--- src/rtl/xlr8_xb_pinsample.sv ---
// Pin-input sampler for the XB array: synchronizes and glitch-filters the pad inputs,
// then produces edge pulses and per-XB sticky pin-change flags and interrupts.
module xlr8_xb_pinsample #(
    parameter int NUM_PINS = 20,
    parameter int NUM_XBS  = 3,
    parameter int FILT_W   = 4
) (
    input  logic                               clk,
    input  logic                               rstn,
    input  logic [NUM_PINS-1:0]                pins_in,
    input  logic [FILT_W-1:0]                  filt_len,
    input  logic [NUM_XBS-1:0][NUM_PINS-1:0]   xbs_pcmsk,
    input  logic [NUM_XBS-1:0][NUM_PINS-1:0]   xbs_pcclr,
    output logic [NUM_PINS-1:0]                xb_pinval,
    output logic [NUM_PINS-1:0]                xb_rise,
    output logic [NUM_PINS-1:0]                xb_fall,
    output logic [NUM_XBS-1:0][NUM_PINS-1:0]   xbs_pcflag,
    output logic [NUM_XBS-1:0]                 xbs_pcint
);

    logic [NUM_PINS-1:0] sync1;
    logic [NUM_PINS-1:0] sync2;
    logic [NUM_PINS-1:0] upd;
    logic [FILT_W-1:0]   cnt [NUM_PINS];

    // A pin accepts its new value once it has disagreed with xb_pinval for filt_len+1 cycles.
    always_comb begin
        upd = '0;
        for (int p = 0; p < NUM_PINS; p++) begin
            upd[p] = (sync2[p] != xb_pinval[p]) && (cnt[p] >= filt_len);
        end
    end

    // NOTE: sequential state uses non-blocking assignments so every flop samples pre-edge values.
    always_ff @(posedge clk or negedge rstn) begin
        if (!rstn) begin
            sync1 <= '0;
            sync2 <= '0;
        end else begin
            sync1 <= pins_in;
            sync2 <= sync1;
        end
    end

    always_ff @(posedge clk or negedge rstn) begin
        if (!rstn) begin
            xb_pinval <= '0;
            xb_rise   <= '0;
            xb_fall   <= '0;
            for (int p = 0; p < NUM_PINS; p++) begin
                cnt[p] <= '0;
            end
        end else begin
            xb_pinval <= xb_pinval ^ upd;
            xb_rise   <= upd & sync2;
            xb_fall   <= upd & ~sync2;
            for (int p = 0; p < NUM_PINS; p++) begin
                if ((sync2[p] == xb_pinval[p]) || upd[p]) begin
                    cnt[p] <= '0;
                end else begin
                    cnt[p] <= cnt[p] + 1'b1;
                end
            end
        end
    end

    // NOTE: the set term is OR'd in after the clear so an edge coinciding with a clear is kept.
    always_ff @(posedge clk or negedge rstn) begin
        if (!rstn) begin
            xbs_pcflag <= '0;
        end else begin
            for (int i = 0; i < NUM_XBS; i++) begin
                xbs_pcflag[i] <= (xbs_pcflag[i] & ~xbs_pcclr[i]) | (upd & xbs_pcmsk[i]);
            end
        end
    end

    always_comb begin
        xbs_pcint = '0;
        for (int i = 0; i < NUM_XBS; i++) begin
            xbs_pcint[i] = |(xbs_pcflag[i] & xbs_pcmsk[i]);
        end
    end

endmodule

--- config.mk ---
export PLATFORM = sky130hd
export DESIGN_NAME = xlr8_xb_pinsample
export DESIGN_NICKNAME = d
export VERILOG_FILES = /design/src/rtl/xlr8_xb_pinsample.sv
export SDC_FILE = /design/constraint.sdc
export NUM_CORES = 1
export LEC_CHECK = 0
export BUFFER_PORTS_ARGS = -buffer_cell sky130_fd_sc_hd__buf_4
export CAP_MARGIN = 20
export CELL_PAD_IN_SITES_DETAIL_PLACEMENT = 1
export CELL_PAD_IN_SITES_GLOBAL_PLACEMENT = 1
export CORE_ASPECT_RATIO = 0.6
export CORE_MARGIN = 8
export CORE_UTILIZATION = 46
export DETAILED_ROUTE_END_ITERATION = 6
export PLACE_DENSITY = 0.89
export SLEW_MARGIN = 20
export SYNTH_ARGS = -nofsm -noshare
export SYNTH_HDL_FRONTEND = slang
export SYNTH_SLANG_ARGS = --single-unit
export TNS_END_PERCENT = 100
--- constraint.sdc ---
create_clock -name clk -period 3.39 [get_ports clk]
set_clock_uncertainty 0.15 [all_clocks]
set_input_delay 1.017 -clock clk [delete_from_list [all_inputs] [get_ports clk]]
set_output_delay 1.017 -clock clk [all_outputs]
set_load 0.02 [all_outputs]
==> results.md <==
Layout:
- The share of post-route cells with drive strength above 1 is 0.3320.
- The utilization after layout is 0.6199.
- The count of fill cells added during filler insertion is 2483.
- At the end of the flow, the number of nets in the layout was 1466.
- The layout-stage area growth over the synthesis result is 32.13%.
- 0 antenna diodes ended up in the layout.
- The area of the multi-input gates is 5116 µm².
- The register area is 6006 µm².

Yosys:
- The number of warning messages in the yosys log is 0.
- The cell count after synthesis came out at 904.
- Counting every net in the synthesized netlist gives 1150.
- The number of enable-type register cells in the synthesized netlist is 0.
- The leading area contributor after synthesis is sky130_fd_sc_hd__dfrtp_1.
- In this run, synthesis produced a sequential element count of 240.
- In the post-synthesis netlist, the biggest area contributors are sky130_fd_sc_hd__dfrtp_1, sky130_fd_sc_hd__ha_1, sky130_fd_sc_hd__nor3_1, sky130_fd_sc_hd__xnor2_1, sky130_fd_sc_hd__xor2_1.
- The number of distinct library cell variants in the gate-level netlist after synthesis is 27.
- The per-instance average area after synthesis is 12.60 µm².
- In the synthesized netlist, the cells that appear most often are sky130_fd_sc_hd__dfrtp_1, sky130_fd_sc_hd__ha_1, sky130_fd_sc_hd__inv_1.
- The area of the mapped netlist is 11390 µm².
- For this run, the leading register cell type out of synthesis is sky130_fd_sc_hd__dfrtp_1.
- The share of synthesized area in the top cell type comes to 0.5273.
- The library cell with the highest instance count after synthesis is sky130_fd_sc_hd__dfrtp_1.
- The share of the Yosys chip area taken by registers is 0.5273.
- The proportion of register bits with asynchronous set or reset after synthesis is 1.000.

Run status:
- The flow ran to the end, but the final reports show violations.
- The final reports fail on setup timing.

Die:
- The die span in y is 137.9 µm.
- The die width is 219.1 µm.
- The initial standard-cell utilization of the core is 0.4691.
- The region available for standard cell placement spans 24280 µm².
- 269 I/O pins were placed.
- The initialized floorplan defines 44 standard-cell rows.
- The die covers 30220 µm².

Setup path:
- The type of element capturing the critical path is an output pin.
- The worst register-to-register path has a depth of 5.
- The launch instance of the worst register-to-register path is cnt[20].
- The most critical setup path has its startpoint at xbs_pcmsk[14].
- Traced cell by cell, the critical path runs through buf_4 > a22o_1 > a221oi_2 > buf_4 > and3_4 > nand4_1 > buf_6.
- The setup slack on the worst flop-to-flop path is 1.21 ns.
- Data on the critical path is required at its endpoint by 2.22 ns.
- The data arrival time of the critical path is 2.25 ns.
- Of all nets on the critical path, the largest fanout is 2.
- On the worst path, the slowest cell contributes a delay of 0.24 ns.
- The destination of the critical timing path is xbs_pcint[0].
- The slowest library cell on the worst path is sky130_fd_sc_hd__a22o_1.
- The critical path is of the in2out type.
- The startpoint type of the worst setup path is a primary input.
- The critical path's most frequent cell is sky130_fd_sc_hd__buf_4.

STA:
- Derived from the worst setup path, the maximum achievable clock frequency is 292.3 MHz.
- The clock period minus final worst setup slack is 3.421 ns.
- The actual slew at the worst max-slew pin is 0.7191 ns.
- Setup violations remaining at the end of the flow were counted as 1.
- The worst pin sits at a relative slew slack of 0.5177.
- The final number of max-transition violations is 0.
- The final hold violation count was 0.
- Setup repair after global routing could not meet its margin everywhere.
- The post-route clock period utilization is 1.009.
- After layout, the worst setup slack is -0.03112 ns.

Placed design:
- Input and output buffers added on the ports amount to 268.
- The detailed-placement wirelength estimate is 28.35 mm.
- At the end of routability-driven placement, the weighted congestion stood at 0.8376.

Power:
- Summed over all cells, the static leakage comes to 0.007452 µW.
- The design draws 11210 µW.
- The peak supply drop is 0.0003447 V.
- For this design the ratio of total power to cell area is 745.1 nW/µm².

Drt:
- In the routed design, unresolved DRC markers number 0.
- Dividing the detail-routed via count by the number of cells gives 5.603.
- The number of vias in the routed layout is 8741.
- The remaining antenna violation count is 0.
- Wires add up to 38.05 mm.
- In this run, the number of DRC markers left after iteration 0 of detailed routing was 456.
- The number of detailed-routing iterations run before antenna repair is 4.
- In the final routed layout, each cell accounts on average for 24.39 µm.

Clock network:
- Clock tree synthesis inserted a total of 24 buffers.
- The buffer type at the clock tree root is sky130_fd_sc_hd__clkbuf_16.
- The count of clock tree sinks is 240.
- The later pin in the worst-skew pair is clocked with a latency of 0.51 ns.
- The number of H-tree levels is 1.
- The TritonCTS clock tree is yes.
- The clock transition at the registers of the reported paths is 0.06 ns.
- The number of buffers inserted by hold repair at cts is 0.
- No sink is reached through more buffers than the 3 on the longest clock path.

Global routing:
- The number of global-route vias before repair came to 10010.
- In the global route stage, overall resource usage came out at 0.2494.
- The total congestion overflow is 0.
- The pin count of the biggest net entering global routing is 73.
- The first global-routing pass estimated 58.41 mm of wire.
- The number of antenna violations at the first check in global routing is 0.

Hold path:
- The tightest min-delay check is of the reg2reg type.

Job:
- The max-cap violation count is 0.
stage by stage:
step	instance area, µm²	hold slack (ns)	worst slack [ns]	TNS (ns)	instances
4_1_cts	14990	0.2021	0.003065	0	1559
3_5_place_dp	14040	0.1863	-0.1207	-0.2168	1515
2_1_floorplan	11390	0.1812	0.4221	0	904
6_report	15050	0.1993	-0.03112	-0.03112	1560
3_3_place_gp	14040	0.1823	-0.09841	-0.1474	1515
5_1_grt	15050	0.2086	-0.07101	-0.07674	1560
registers in the layout (all words and copies together) (netlist names), named ones only:
register and flops:
sync1 20, xbs_pcflag 60, cnt 80, xb_fall 20
xb_rise 20, sync2 20
how the worst min path moves through the flow:
| stage | from | slack (ns) | cells after the start | end |
|---|---|---|---|---|
| 2_1_floorplan | sync1[0] | 0.18 | 0 | sync2[0] |
| 3_3_place_gp | sync1[19] | 0.18 | 0 | sync2[19] |
| 3_5_place_dp | sync1[0] | 0.19 | 0 | sync2[0] |
| 4_1_cts | sync1[0] | 0.20 | 0 | sync2[0] |
| 5_1_grt | sync1[17] | 0.21 | 0 | sync2[17] |
| 6_report | sync1[6] | 0.20 | 0 | sync2[6] |
layout make-up:
type,instances,share of cell area
flip-flops and latches,240,0.3991
multi-input cells,572,0.3400
repair buffers,290,0.1521
clock buffers,27,0.04207
well taps,322,0.02677
inverters,92,0.02295
clock inverters,17,0.01704
worst max-delay path: cells and delay by family:
family | cells | cell delay, ns
buffers and inverters | 3 | 0.48
and+or+nand+nor | 2 | 0.29
AOI/OAI and AO/OA | 2 | 0.46
cells by family after synthesis:
| family | after synthesis | synth area share |
|---|---|---|
| buffers and inverters | 92 | 0.03032 |
| XOR/XNOR | 80 | 0.06152 |
| AO/OA/AOI/OAI | 128 | 0.1096 |
| AND/OR/NAND/NOR | 244 | 0.1380 |
| multiplexers | 20 | 0.02340 |
| adder cells (fa/ha/maj) | 100 | 0.1099 |
| flip-flops | 240 | 0.5273 |
what timing repair did:
action                     in CTS  in global routing
buffers inserted                0                  1
pin swaps                       2                  7
setup endpoints to repair       3                  2
gates resized for setup         9                 13
cells in the final DEF (no fill, tap or decap), types with 6 or more instances in the layout:
| master | synthesis | layout |
|---|---|---|
| sky130_fd_sc_hd__a2111oi_4 | 11 | 11 |
| sky130_fd_sc_hd__a211o_1 | 9 | 9 |
| sky130_fd_sc_hd__a211oi_1 | 9 | 9 |
| sky130_fd_sc_hd__a221oi_2 | 0 | 9 |
| sky130_fd_sc_hd__a22o_1 | 12 | 9 |
| sky130_fd_sc_hd__a22oi_1 | 6 | 6 |
| sky130_fd_sc_hd__a32o_1 | 33 | 33 |
| sky130_fd_sc_hd__and3_1 | 12 | 10 |
| sky130_fd_sc_hd__and3b_1 | 10 | 10 |
| sky130_fd_sc_hd__and3b_2 | 12 | 12 |
| sky130_fd_sc_hd__buf_12 | 0 | 6 |
| sky130_fd_sc_hd__buf_4 | 0 | 275 |
| sky130_fd_sc_hd__buf_6 | 0 | 8 |
| sky130_fd_sc_hd__bufinv_16 | 0 | 6 |
| sky130_fd_sc_hd__clkbuf_16 | 0 | 25 |
| sky130_fd_sc_hd__clkinvlp_4 | 0 | 7 |
| sky130_fd_sc_hd__dfrtp_1 | 240 | 240 |
| sky130_fd_sc_hd__ha_1 | 100 | 100 |
| sky130_fd_sc_hd__inv_1 | 92 | 92 |
| sky130_fd_sc_hd__mux2_2 | 9 | 9 |
| sky130_fd_sc_hd__mux2_4 | 11 | 11 |
| sky130_fd_sc_hd__nand2_1 | 27 | 27 |
| sky130_fd_sc_hd__nand2b_4 | 11 | 11 |
| sky130_fd_sc_hd__nand3_1 | 20 | 20 |
| sky130_fd_sc_hd__nor2_1 | 20 | 20 |
| sky130_fd_sc_hd__nor3_1 | 89 | 89 |
| sky130_fd_sc_hd__nor3_4 | 11 | 11 |
| sky130_fd_sc_hd__nor3b_1 | 29 | 29 |
| sky130_fd_sc_hd__o21ai_0 | 9 | 9 |
| sky130_fd_sc_hd__o22ai_1 | 27 | 27 |
| sky130_fd_sc_hd__xnor2_1 | 40 | 40 |
| sky130_fd_sc_hd__xor2_1 | 40 | 40 |
per-layer routing:
metal | wire, µm | global-route usage | up-vias
met2 | 19080 | 0.4376 | 269
met4 | 1210 | 0.07829 | 0
met1 | 15400 | 0.3076 | 4481
met5 | 0 | 0 | -
met3 | 2361 | 0.05316 | 71
li1 | - | - | 3920
report_power, final:
group,internal (µW),switching [µW],total (µW),leakage (µW)
combinational,1880,2210,4090,0.00388
sequential,3410,694,4110,0.00316
clock,1810,1200,3010,0.000412
total,7100,4110,11200,0.00745
Note: power is estimated with default switching activity, not from simulation.
